## src/rtl/al_ram_init_ctrl.sv

```systemverilog
// -----------------------------------------------------------------------------
// al_ram_init_ctrl
//
// Initialization and write-port controller for the partitioned active-list
// data RAM. It sits between the dispatch write lanes and the RAM.
//   - After reset, and whenever a partition powers up, it walks the affected
//     entries and clears them through write lane 0. Dispatch writes are
//     blocked for the whole clear.
//   - Once every active partition is clean, ready_o is raised. Dispatch writes
//     then pass straight through, gated per lane by the state of the
//     addressed partition.
//
// Configuration macro: AL_RAM_INIT_SEQ_EN
//   defined   - each cleared entry is written with its own index
//               (ptr zero-extended or truncated to WIDTH)
//   undefined - cleared entries are written with zero
//
// Ports
//   clk           rising-edge clock
//   reset         asynchronous reset, active low
//   partActive_i  partition power/enable mask
//   we_i          dispatch write enables, one per lane
//   addrWr_i      dispatch write addresses, lane i at [i*INDEX +: INDEX]
//   dataWr_i      dispatch write data, lane i at [i*WIDTH +: WIDTH]
//   we_o          write enables to the RAM
//   addrWr_o      write addresses to the RAM
//   dataWr_o      write data to the RAM
//   ready_o       RAM clean and accepting dispatch writes
//   errDrop_o     sticky flag: a dispatch write was dropped
// -----------------------------------------------------------------------------
module al_ram_init_ctrl #(
  parameter int DEPTH         = 16,
  parameter int INDEX         = 4,
  parameter int WIDTH         = 8,
  parameter int NUM_PARTS     = 4,
  parameter int NUM_PARTS_LOG = 2,
  parameter int WR_PORTS      = 4
) (
  input  logic                      clk,
  input  logic                      reset,
  input  logic [NUM_PARTS-1:0]      partActive_i,
  input  logic [WR_PORTS-1:0]       we_i,
  input  logic [WR_PORTS*INDEX-1:0] addrWr_i,
  input  logic [WR_PORTS*WIDTH-1:0] dataWr_i,
  output logic [WR_PORTS-1:0]       we_o,
  output logic [WR_PORTS*INDEX-1:0] addrWr_o,
  output logic [WR_PORTS*WIDTH-1:0] dataWr_o,
  output logic                      ready_o,
  output logic                      errDrop_o
);

  localparam int PART_SIZE = DEPTH / NUM_PARTS;
  localparam int OFFW      = INDEX - NUM_PARTS_LOG;

  typedef enum logic {
    CLEAR = 1'b0,
    READY = 1'b1
  } state_t;

  state_t               state_reg, state_next;
  logic [INDEX-1:0]     ptr_reg, ptr_next;
  logic [NUM_PARTS-1:0] pending_reg, pending_next;
  logic [NUM_PARTS-1:0] clean_reg, clean_next;
  logic [NUM_PARTS-1:0] prev_active_reg;
  logic                 err_drop_reg;

  logic [NUM_PARTS_LOG-1:0] cur_part;
  logic [NUM_PARTS_LOG-1:0] next_part;
  logic [OFFW-1:0]          cur_offset;
  logic                     last_entry;
  logic                     clear_wr;
  logic [NUM_PARTS-1:0]     rise;
  logic [WIDTH-1:0]         init_value;
  logic [WR_PORTS-1:0]      lane_pass;
  logic                     drop;

  // The scan pointer's upper bits name the partition being cleared.
  assign cur_part   = ptr_reg[INDEX-1 -: NUM_PARTS_LOG];
  assign next_part  = cur_part + NUM_PARTS_LOG'(1);
  assign cur_offset = ptr_reg[OFFW-1:0];
  assign last_entry = (cur_offset == OFFW'(PART_SIZE - 1));
  assign rise       = partActive_i & ~prev_active_reg;

  // A clear write happens only for a partition that is both pending and
  // powered; anything else costs a single skip cycle.
  assign clear_wr = (state_reg == CLEAR) && pending_reg[cur_part] && partActive_i[cur_part];

`ifdef AL_RAM_INIT_SEQ_EN
  assign init_value = WIDTH'(ptr_reg);
`else
  assign init_value = '0;
`endif

  always_comb begin
    ptr_next     = ptr_reg;
    pending_next = pending_reg;
    clean_next   = clean_reg;
    if (state_reg == CLEAR) begin
      if (clear_wr) begin
        // Natural INDEX-bit wrap takes the last entry back to 0.
        ptr_next = ptr_reg + INDEX'(1);
        if (last_entry) begin
          pending_next[cur_part] = 1'b0;
          clean_next[cur_part]   = 1'b1;
        end
      end else begin
        pending_next[cur_part] = 1'b0;
        ptr_next               = {next_part, {OFFW{1'b0}}};
      end
    end
    // Newly powered partitions join the scan without restarting the pointer;
    // the wrap-around picks up any partition already passed. Powered-down
    // partitions lose their clean status.
    pending_next = pending_next | rise;
    clean_next   = clean_next & ~rise & partActive_i;
    // In READY pending is empty, so this reduces to "any rise -> CLEAR".
    state_next   = (pending_next == '0) ? READY : CLEAR;
  end

  genvar gi;
  generate
    for (gi = 0; gi < WR_PORTS; gi++) begin : g_lane
      logic [NUM_PARTS_LOG-1:0] lane_part;
      assign lane_part     = addrWr_i[gi*INDEX + INDEX-1 -: NUM_PARTS_LOG];
      assign lane_pass[gi] = (state_reg == READY) && we_i[gi] &&
                             clean_reg[lane_part] && partActive_i[lane_part];
      if (gi == 0) begin : g_clear_lane
        // Lane 0 is borrowed by the clear sequencer outside READY.
        assign we_o[0]             = clear_wr | lane_pass[0];
        assign addrWr_o[INDEX-1:0] = (state_reg == CLEAR) ? ptr_reg : addrWr_i[INDEX-1:0];
        assign dataWr_o[WIDTH-1:0] = (state_reg == CLEAR) ? init_value : dataWr_i[WIDTH-1:0];
      end else begin : g_dispatch_lane
        assign we_o[gi]                    = lane_pass[gi];
        assign addrWr_o[gi*INDEX +: INDEX] = addrWr_i[gi*INDEX +: INDEX];
        assign dataWr_o[gi*WIDTH +: WIDTH] = dataWr_i[gi*WIDTH +: WIDTH];
      end
    end
  endgenerate

  // Any requested dispatch write that did not reach the RAM is a drop.
  assign drop = |(we_i & ~lane_pass);

  always_ff @(posedge clk or negedge reset) begin
    if (!reset) begin
      state_reg       <= CLEAR;
      ptr_reg         <= '0;
      pending_reg     <= '1;
      clean_reg       <= '0;
      prev_active_reg <= '0;
      err_drop_reg    <= 1'b0;
    end else begin
      state_reg       <= state_next;
      ptr_reg         <= ptr_next;
      pending_reg     <= pending_next;
      clean_reg       <= clean_next;
      prev_active_reg <= partActive_i;
      err_drop_reg    <= err_drop_reg | drop;
    end
  end

  assign ready_o   = (state_reg == READY);
  assign errDrop_o = err_drop_reg;

endmodule

```

## config.mk

```make
export PLATFORM = sky130hd
export DESIGN_NAME = al_ram_init_ctrl
export DESIGN_NICKNAME = d
export VERILOG_FILES = /design/src/rtl/al_ram_init_ctrl.sv
export SDC_FILE = /design/constraint.sdc
export NUM_CORES = 1
export LEC_CHECK = 0
export BUFFER_PORTS_ARGS = -buffer_cell sky130_fd_sc_hd__buf_4
export CAP_MARGIN = 20
export CORE_MARGIN = 8
export CORE_UTILIZATION = 36
export DETAILED_ROUTE_END_ITERATION = 6
export GPL_TIMING_DRIVEN = 0
export PLACE_DENSITY = 0.83
export SLEW_MARGIN = 10
export SYNTH_ARGS = -nofsm -noshare
export SYNTH_HDL_FRONTEND = slang
export SYNTH_SLANG_ARGS = --single-unit
```

## constraint.sdc

```tcl
create_clock -name clk -period 1.8 [get_ports clk]
set_input_delay 0.45 -clock clk [delete_from_list [all_inputs] [get_ports clk]]
set_output_delay 0.45 -clock clk [all_outputs]
set_load 0.02 [all_outputs]
```

# Word-level counts from Yosys, hierarchy flattened
# Cells that the tools add are included.
[word_totals]
ff_bits = 18
input_bits = 58
output_inout_bits = 54
wordCells = 78
[classes]
addsub = 2
magnitude_cmp = 6
n_eq_ne = 1
mux = 32
bitwise = 14
reduce_logical = 17
[op_table]
columns = ["op", "n"]
rows = [
  ["4-bit 2-to-1 mux", 8],
  ["4-bit bitwise AND", 5],
  ["1-bit binary-select mux with 2-bit select", 10],
  ["4-bit inverter", 4],
  ["1-bit logical AND", 15],
  ["2-bit by 3-bit < comparator with 1-bit output, second input constant", 5],
  ["1-bit 2-to-1 mux", 12],
  ["8-bit 2-to-1 mux", 1],
  ["4-bit OR", 2],
  ["4-bit by 1-bit adder with 4-bit output, second input constant", 1],
  ["4-bit zero test", 1],
  ["4-bit OR reduction", 1],
  ["2-bit by 1-bit adder with 2-bit output, second input constant", 1],
  ["1-bit demux with 2-bit select", 1],
  ["2-bit equality test, second input constant", 1],
  ["2-bit by 1-bit >= comparator with 1-bit output, second input constant", 1],
  ["1-bit OR", 2],
  ["1-bit inverter", 1],
]

# Longest topological paths before layout
# Gate-level depths: netlist of the first run.
[depth]
depth_word = 12
depth_mapped = 6
mapped_depth_nobuf = 6

# Worst setup path before layout of the first run
# No wires, ideal clock.
[synth_path]
path_type = "register to output"
start = "reg state_reg, in the netlist ready_o"
end = "out addrWr_o[0]"
arrival_time_ps = 1529
required_time_ps = 1350
setup_slack_ps = -179
path_stages_with_launch = 4
path_buffers = 2
path_cell_list = "dfrtp_1 > buf_1 > clkbuf_1 > mux2_2"
[synth_via]
elab_chain_len = 1
[synth_lines]
columns = ["item", "line_no", "source"]
rows = [
  ["start, declared", "60", "state_t state_reg, state_next;"],
  ["start signal, assigned", "152", "state_reg <= state_next;"],
  ["4-bit 2-to-1 mux", "130", "assign addrWr_o[INDEX-1:0] = (state_reg == CLEAR) ? ptr_reg : addrWr_i[INDEX-1:0];"],
  ["end, declared", "46", "output logic [WR_PORTS*INDEX-1:0] addrWr_o,"],
]
# No other way between the ends.

# Worst setup path after layout of the first run
[layout_path]
start = "reg pending_reg[2]"
end = "out we_o[0]"
[layout_via]
elab_chain_len = 5
[layout_lines]
columns = ["item", "line_no", "source"]
rows = [
  ["start, declared", "62", "logic [NUM_PARTS-1:0] pending_reg, pending_next;"],
  ["start signal, assigned", "154", "pending_reg <= pending_next;"],
  ["1-bit binary-select mux with 2-bit select", "86", "assign clear_wr = (state_reg == CLEAR) && pending_reg[cur_part] && partActive_i[cur_part];"],
  ["1-bit 2-to-1 mux (implied by the code)", "86", ""],
  ["1-bit logical AND (2 in series)", "86", ""],
  ["1-bit OR", "129", "assign we_o[0] = clear_wr | lane_pass[0];"],
  ["end, declared", "45", "output logic [WR_PORTS-1:0] we_o,"],
]
# No other way between the ends. The select of a mux whose other input is x is not followed.

==> results of run 1 <==
stage by stage:
step                      util, %  worst slack (ns)  hold slack, ns  instance area [um2]  setup TNS [ns]
after floorplan                 -           -0.0622           0.154                 1490         -0.0659
after global placement       54.3            -0.373           0.327                 2160           -1.17
after detailed placement     54.3            -0.375           0.335                 2160           -1.22
after CTS                    59.3            -0.321          0.0462                 2350           -1.05
after global routing         60.9            -0.360          0.0499                 2420           -1.60
final                        60.9            -0.311          0.0392                 2420           -1.10
worst reg2reg max path: stages (launching register included):
cell	delay [ns]
dfrtp_1	0.39
inv_2	0.08
buf_4	0.10
buf_4	0.14
mux4_2	0.61
o41ai_2	0.32
nor4_1	0.11
Yosys cell counts, drive strengths merged (3+ instances only):
cell type	n	area share (%)
buf	38	19
dfrtp	14	24
nand2	13	3.3
and2	12	5.1
inv	6	1.5
nand2b	6	2.6
o21ai	6	2.0
a21oi	5	1.7
ha	5	4.3
mux4	5	7.7
a41o	4	2.7
and3	4	1.7
dfstp	4	7.2
mux2	4	3.1
nor2b	4	1.7
o41ai	4	4.4
o22ai	3	1.3
final timing paths:
check                                   startpoint                  to  slack, ns  cells past startpoint
worst min-delay path                         reset  prev_active_reg[2]       0.04                      1
max in group asynchronous                    reset      pending_reg[1]       1.50                      1
worst max-delay path                pending_reg[2]             we_o[0]      -0.31                      4
worst max register to register          ptr_reg[2]             ready_o      -0.06                      6
worst min register to register  prev_active_reg[2]        clean_reg[2]       0.51                      1
min in group clk                   partActive_i[3]  prev_active_reg[3]       0.33                      1
kinds of logic (layout without fill, tap and decap cells):
logic type / after synthesis / after routing / synth area share (%)
simple gates: 47 / 47 / 17.5
buf+inv: 47 / 147 / 21.2
fa+ha+maj: 5 / 5 / 4.26
mux: 10 / 10 / 11.4
xor+xnor: 1 / 1 / 0.597
compound gates: 25 / 25 / 14.0
flops: 18 / 18 / 31.0
what timing repair did:
item | in CTS | in global routing
cloned | 0 | 0
endpoints found under the hold margin | 0 | 0
endpoints found under the setup margin | 16 | 16
hold buffers | 0 | 0
buffers inserted | 10 | 5
gates resized for setup | 18 | 10
pin swaps | 8 | 2
area by class of cell:
type                       count  area, um2
inverter                       7       26.3
sequential                    18        457
tap                           50       62.6
buffer                        40        318
timing repair buffer          96        747
multi-input combinational     88        752
clock buffer                   4       55.1
fill                         333       1550
routing by layer:
metal | global-route usage (%) | routed length [um]
met1 | 16.6 | 1960
met2 | 23.6 | 2290
met5 | 0 | 0
met4 | 7.27 | 75
met3 | 4.73 | 508
report_power, final:
group	total, mW	switching [mW]	internal, mW
clock network	0.344	0.149	0.195
registers	0.591	0.0734	0.518
logic	1.35	0.653	0.702
cells in the final DEF, fill, tap and decap left out, types with 5 or more instances in the layout:
master    instances
ha_1              5
nand2_1          11
mux4_2            5
buf_4           126
dfrtp_1          13
nand2b_1          6
buf_6             8
and2_1           11
a21oi_1           5
==> flow_summary.ini, run 1 <==
[synthesis]
syn-num-nets = 216
ys_seq_area_share_pct = 31.0
ys_ff_latch = 18
synth_area_mm2 = 0.00147
synth_edf_count = 0
synth_flop_cell = dfrtp_1
synthArstFlopShare_pct = 100
avgSynthCellArea_um2 = 9.59
syn_inst = 153
synth_warnings = 0
synth.distinct_cells = 33

[place]
gp_congestion = 0.823
port_buffers = 81
dp_cells = 284
hpwl_um = 3850

[grt]
grt.total_usage_pct = 14.5
grt_overflow = 0
grt_pass1_vias = 1493
grt_antenna_before_repair = 0
grt_max_degree = 19
grt_pass1_wl_um = 7380

[route]
wire_per_inst_um = 16.0
drt-total-wl_um = 4840
drt_first_pass_iters = 4
antenna_left = 0
drcViolationCount = 0
first_iter_violations = 60
via_per_inst = 4.84
vias = 1466

[cts]
cts_tree = yes
clock_latency_ns = 0.26
clock-sinks = 18
clk_path_buf_depth = 2
cts-htree-levels = 1
clkTransAtPathRegs_ns = 0.07
cts-root-buf = clkbuf_8
cts_inserted_buffers = 3

[sta]
hold_violations = 0
slew_violations = 0
final.setup.worst_slack_ns = -0.311
finalSetupViolations = 8
tightest_slew_ns = 0.482
rsz0062_at_grt = true
fin_crit_sh_pct = 117
fin_skew_ns = 0.00190
final.min_clock_period_ns = 2.11
max_clock_freq_ghz = 0.474
slew_headroom_pct = 67.9

[pwr]
p_leak_nw = 1.26
pwr_density_cell_mw_per_mm2 = 948
vdd_drop_max_uv = 428
p_total_mw = 2.29

[min_path]
hp-class = in -> async

[run_status]
status = finished, violations left
violations = setup timing

[floorplanning]
boundaryPins = 112
start_util_pct = 37.0
rows = 23
die_w_um = 79.9
die_y_um = 79.9
core-area_mm2 = 0.00397
dieArea_mm2 = 0.00638

[setup_path]
max_stage_delay_ns = 0.49
arrival_ns = 1.66
cpMaxStageDelayCell = mux4_2
cp-start-kind = flip-flop
cp-end-kind = output port
cp.required_ns = 1.35
path_buf_inv = 1
critPathTopFamily = multiplexers
path_cells = and2_1 -> mux4_2 -> a22o_4 -> buf_6
crit_type = reg -> out
crit_fanout = 4

[finish]
drive_above_1_share_pct = 66.4
nNetsFinal = 317
area_growth_syn_to_layout_pct = 64.7
diodes = 0
instances_no_fill = 303

[flow_run]
cap_violations = 0
Note: power is estimated with default switching activity, not from simulation.
==> inputs of run 2 (changes only) <==
--- a/config.mk
+++ b/config.mk
@@ -7,7 +7,7 @@
 export LEC_CHECK = 0
 export BUFFER_PORTS_ARGS = -buffer_cell sky130_fd_sc_hd__buf_4
 export CAP_MARGIN = 20
-export CORE_MARGIN = 8
+export CORE_MARGIN = 4
 export CORE_UTILIZATION = 36
 export DETAILED_ROUTE_END_ITERATION = 6
 export GPL_TIMING_DRIVEN = 0
==> run 2 against run 1 <==
The run still ends with setup timing left. Wire length decreased by 9.3%. First-iteration DRC count increased by 38%. Die area decreased by 19%. Clock-buffer cell count unchanged. Combinational power increased by 7%. Cell count decreased by 0.99%. Largest cell class unchanged. Highest routed layer unchanged.
==> flow_summary.ini, run 2 (synthesis gave the netlist of run 1 again) <==
[floorplanning]
rows = 22
boundaryPins = 112
start_util_pct = 38.6
die_y_um = 71.9
die_w_um = 71.9
core-area_mm2 = 0.00380
dieArea_mm2 = 0.00516

[setup_path]
path_cells = inv_2 -> mux4_2 -> a22o_4 -> buf_6
cpMaxStageDelayCell = mux4_2
arrival_ns = 1.69
r2r_cells = 6
r2r_slack_ns = -0.09
cp-end-kind = output port
cp-start-kind = flip-flop
rr_endpoint = ready_o
crit_type = reg -> out
crit_fanout = 2
r2r-start = ptr_reg[2]
max_stage_delay_ns = 0.54
cp.required_ns = 1.35

[sta]
final.min_clock_period_ns = 2.14
slew_headroom_pct = 53.8
max_clock_freq_ghz = 0.467
hold_violations = 0
final.setup.worst_slack_ns = -0.341
rsz0062_at_grt = true
fin_hold_ws_ns = 0.0405
finalSetupViolations = 5
fin_skew_ns = 0.00569
slew_violations = 0
tightest_slew_ns = 0.694
fin_crit_sh_pct = 119

[route]
vias = 1419
drt_first_pass_iters = 4
first_iter_violations = 83
wire_per_inst_um = 14.6
via_per_inst = 4.73
drcViolationCount = 0
drt-total-wl_um = 4390
antenna_left = 0

[min_path]
hp-class = in -> async

[grt]
grt_pass1_vias = 1443
grt_pass1_wl_um = 6710
grt.total_usage_pct = 15.9
grt_overflow = 0
grt_max_degree = 19
grt_antenna_before_repair = 0

[cts]
clkTransAtPathRegs_ns = 0.07
cts-root-buf = clkbuf_8
cts-htree-levels = 1
cts_tree = yes
clock-sinks = 18
clk_path_buf_depth = 2
clock_latency_ns = 0.26
cts_inserted_buffers = 3

[pwr]
pwr_density_cell_mw_per_mm2 = 980
p_total_mw = 2.37
p_leak_nw = 1.26
vdd_drop_max_uv = 586

[finish]
area_growth_syn_to_layout_pct = 64.7
nNetsFinal = 316
drive_above_1_share_pct = 66.3
fin_util_pct = 63.6
layout_common_cells = 124 x buf_4, 13 x dfrtp_1, 10 x nand2_1
diodes = 0
layout_commonest_cell = buf_4
nFillCells = 304

[place]
port_buffers = 81
gp_congestion = 0.841
hpwl_um = 3320

[run_status]
status = finished, violations left
violations = setup timing

[flow_run]
cap_violations = 0
run 2: changes by cell type in the layout (fill, tap and decap cells not counted), sizes merged:
cell    before  now
clkbuf       5    4
run 2: worst max path at each step:
stage | startpoint | endpoint | slack, ns | cells after the start
3_5_place_dp | partActive_i[0] | we_o[0] | -0.37 | 5
6_report | ptr_reg[2] | we_o[0] | -0.34 | 4
3_3_place_gp | partActive_i[0] | we_o[0] | -0.37 | 5
5_1_grt | pending_reg[1] | we_o[0] | -0.37 | 4
4_1_cts | ptr_reg[2] | we_o[0] | -0.33 | 4
2_1_floorplan | ptr_reg[2] | we_o[0] | -0.06 | 3
run 2: layout make-up:
cell class                      count  area [um2]  area share [%]
Clock buffer                        4        55.1            2.28
Tap cell                           48        60.1            2.48
Inverter                            7        26.3            1.09
Timing Repair Buffer               96         751            31.1
Buffer                             39         294            12.2
Multi-Input combinational cell     88         774            32.0
Sequential cell                    18         457            18.9
run 2: stage by stage:
stage	std cells	worst slack [ns]	cell area, um2	setup TNS, ns
after floorplan	153	-0.0622	1490	-0.0659
after global placement	282	-0.374	2160	-1.16
after detailed placement	282	-0.373	2160	-1.36
after CTS	297	-0.328	2370	-0.893
after global routing	300	-0.375	2420	-1.18
final	300	-0.341	2420	-0.914
run 2: worst max-delay path, delay by kind of cell (launching register included):
| kind | cells | cell delay (ns) |
|---|---|---|
| compound gates | 1 | 0.27 |
| buf+inv | 2 | 0.20 |
| flops | 1 | 0.42 |
| mux | 1 | 0.54 |
run 2: routing by layer:
metal	track usage (%)	up-vias	part of all wire, %
li1	-	693	-
met1	18.9	650	35
met2	28.2	73	52
met3	5.47	3	12
met4	2.51	0	0.62
met5	0	-	0
run 2: where the power goes:
group,switching [mW],leakage (nW),internal [mW]
Clock,0.146,0.0288,0.195
Combinational,0.712,1.01,0.723
Sequential,0.0719,0.216,0.520
run 2: repair_timing:
item	in CTS	in global routing
buffers inserted	11	4
endpoints found under the setup margin	17	13
hold buffers	0	0
gates cloned	0	0
resized for setup	20	8
pin swaps	3	2
==> inputs of run 3 (changes only) <==
==> constraint.sdc (replaced) <==
create_clock -name clk -period 1.8 [get_ports clk]
set_input_delay 0.45 -clock clk [delete_from_list [all_inputs] [get_ports clk]]
set_output_delay 0.45 -clock clk [all_outputs]
set_load 0.01 [all_outputs]
==> run 3 against run 2 <==
The run still ends with setup timing left. Via count is 4.7% higher. Sequential share of layout area decreased by 0.17 points. Hold slack better by 0.0052 ns. Clock skew fell by 0.0040 ns. Cell count is 1.3% higher.
==> flow_summary.ini, run 3 (synthesis gave the netlist of run 1 again) <==
[run_status]
status = finished, violations left
violations = setup timing

[min_path]
hp-class = in -> async

[grt]
grt_max_degree = 19
grt.total_usage_pct = 15.9
grt_pass1_vias = 1511
grt_antenna_before_repair = 0
grt_pass1_wl_um = 6690
grt_overflow = 0

[finish]
regArea_um2 = 457
diodes = 0
multi_input_area_um2 = 778
nNetsFinal = 320
area_growth_syn_to_layout_pct = 66.2
layout_common_cells = 131 x buf_4, 13 x dfrtp_1, 11 x and2_1
drive_above_1_share_pct = 67.2
nFillCells = 311
instances_no_fill = 304
layout_commonest_cell = buf_4

[setup_path]
r2r_cells = 6
crit_fanout = 2
crit_type = reg -> out
r2r_slack_ns = -0.06
arrival_ns = 1.65
cp.required_ns = 1.35
cp-start-kind = flip-flop
cp-end-kind = output port

[sta]
rsz0062_at_grt = true
fin_hold_ws_ns = 0.0457
final.setup.worst_slack_ns = -0.296
fin_skew_ns = 0.00168
hold_violations = 0
tightest_slew_ns = 0.701
max_clock_freq_ghz = 0.477
final.min_clock_period_ns = 2.10
fin_crit_sh_pct = 116
finalSetupViolations = 7
slew_violations = 0
slew_headroom_pct = 53.3

[cts]
clock_latency_ns = 0.26
cts-htree-levels = 1
cts_tree = yes
cts-root-buf = clkbuf_8
clock-sinks = 18
clkTransAtPathRegs_ns = 0.07
cts_inserted_buffers = 3
clk_path_buf_depth = 2

[route]
drt_first_pass_iters = 4
via_per_inst = 4.89
antenna_left = 0
drcViolationCount = 0
vias = 1486
drt-total-wl_um = 4530
wire_per_inst_um = 14.9
first_iter_violations = 47

[floorplanning]
die_w_um = 71.9
core-area_mm2 = 0.00380
boundaryPins = 112
die_y_um = 71.9
start_util_pct = 38.6
rows = 22
dieArea_mm2 = 0.00516

[place]
pre_cts_slack_ns = -0.364
dp_cells = 282
port_buffers = 81
hpwl_um = 3360
gp_congestion = 0.830

[pwr]
p_total_mw = 2.27
pwr_density_cell_mw_per_mm2 = 931
p_leak_nw = 1.28
vdd_drop_max_uv = 486

[flow_run]
cap_violations = 0
==> run 3: metrics by stage <==
stage / utilization (%) / TNS, ns / cell area [um2]
CTS: 62.3 / -0.759 / 2370
finish: 64.2 / -0.871 / 2440
detailed placement: 56.5 / -1.43 / 2140
floorplan: - / -0.0432 / 1480
global route: 64.2 / -1.18 / 2440
global placement: 56.5 / -1.33 / 2140
==> run 3: power breakdown <==
group / internal [mW] / switching (mW)
Sequential: 0.520 / 0.0702
Clock: 0.195 / 0.145
Combinational: 0.718 / 0.624
==> run 3: cell type report <==
| cell class | instances | share of cell area (%) |
|---|---|---|
| sequential | 18 | 18.7 |
| timing repair buffer | 100 | 31.5 |
| tap | 48 | 2.46 |
| clock buffer | 4 | 2.26 |
| inverter | 7 | 1.08 |
| multi-input combinational | 88 | 31.9 |
| buffer | 39 | 12.1 |
==> run 3: final timing paths <==
| path | start | to |
|---|---|---|
| setup / recovery | ptr_reg[2] | we_o[0] |
| hold / removal | reset | prev_active_reg[0] |
| setup reg to reg | ptr_reg[2] | ready_o |
| hold reg to reg | prev_active_reg[0] | clean_reg[0] |
| max in group asynchronous | reset | pending_reg[1] |
| min in group clk | partActive_i[1] | prev_active_reg[1] |
==> run 3: what timing repair did <==
action | in CTS | in global routing
gates resized for setup | 19 | 10
buffers inserted | 15 | 4
pin swaps | 3 | 1
hold buffers | 0 | 0
setup endpoints to repair | 17 | 13
==> run 3: routing by layer <==
| layer | GRT usage, % | routed length [um] | up-vias |
|---|---|---|---|
| met4 | 4.80 | 61 | 0 |
| met5 | 0 | 0 | - |
| met2 | 29.2 | 2450 | 83 |
| met3 | 4.21 | 520 | 7 |
| li1 | - | - | 703 |
| met1 | 17.8 | 1500 | 693 |
==> run 3: worst max-delay path: stages (launching register included) <==
cell	delay, ns
dfrtp_2	0.41
inv_2	0.07
mux4_2	0.52
a22o_4	0.26
buf_6	0.12
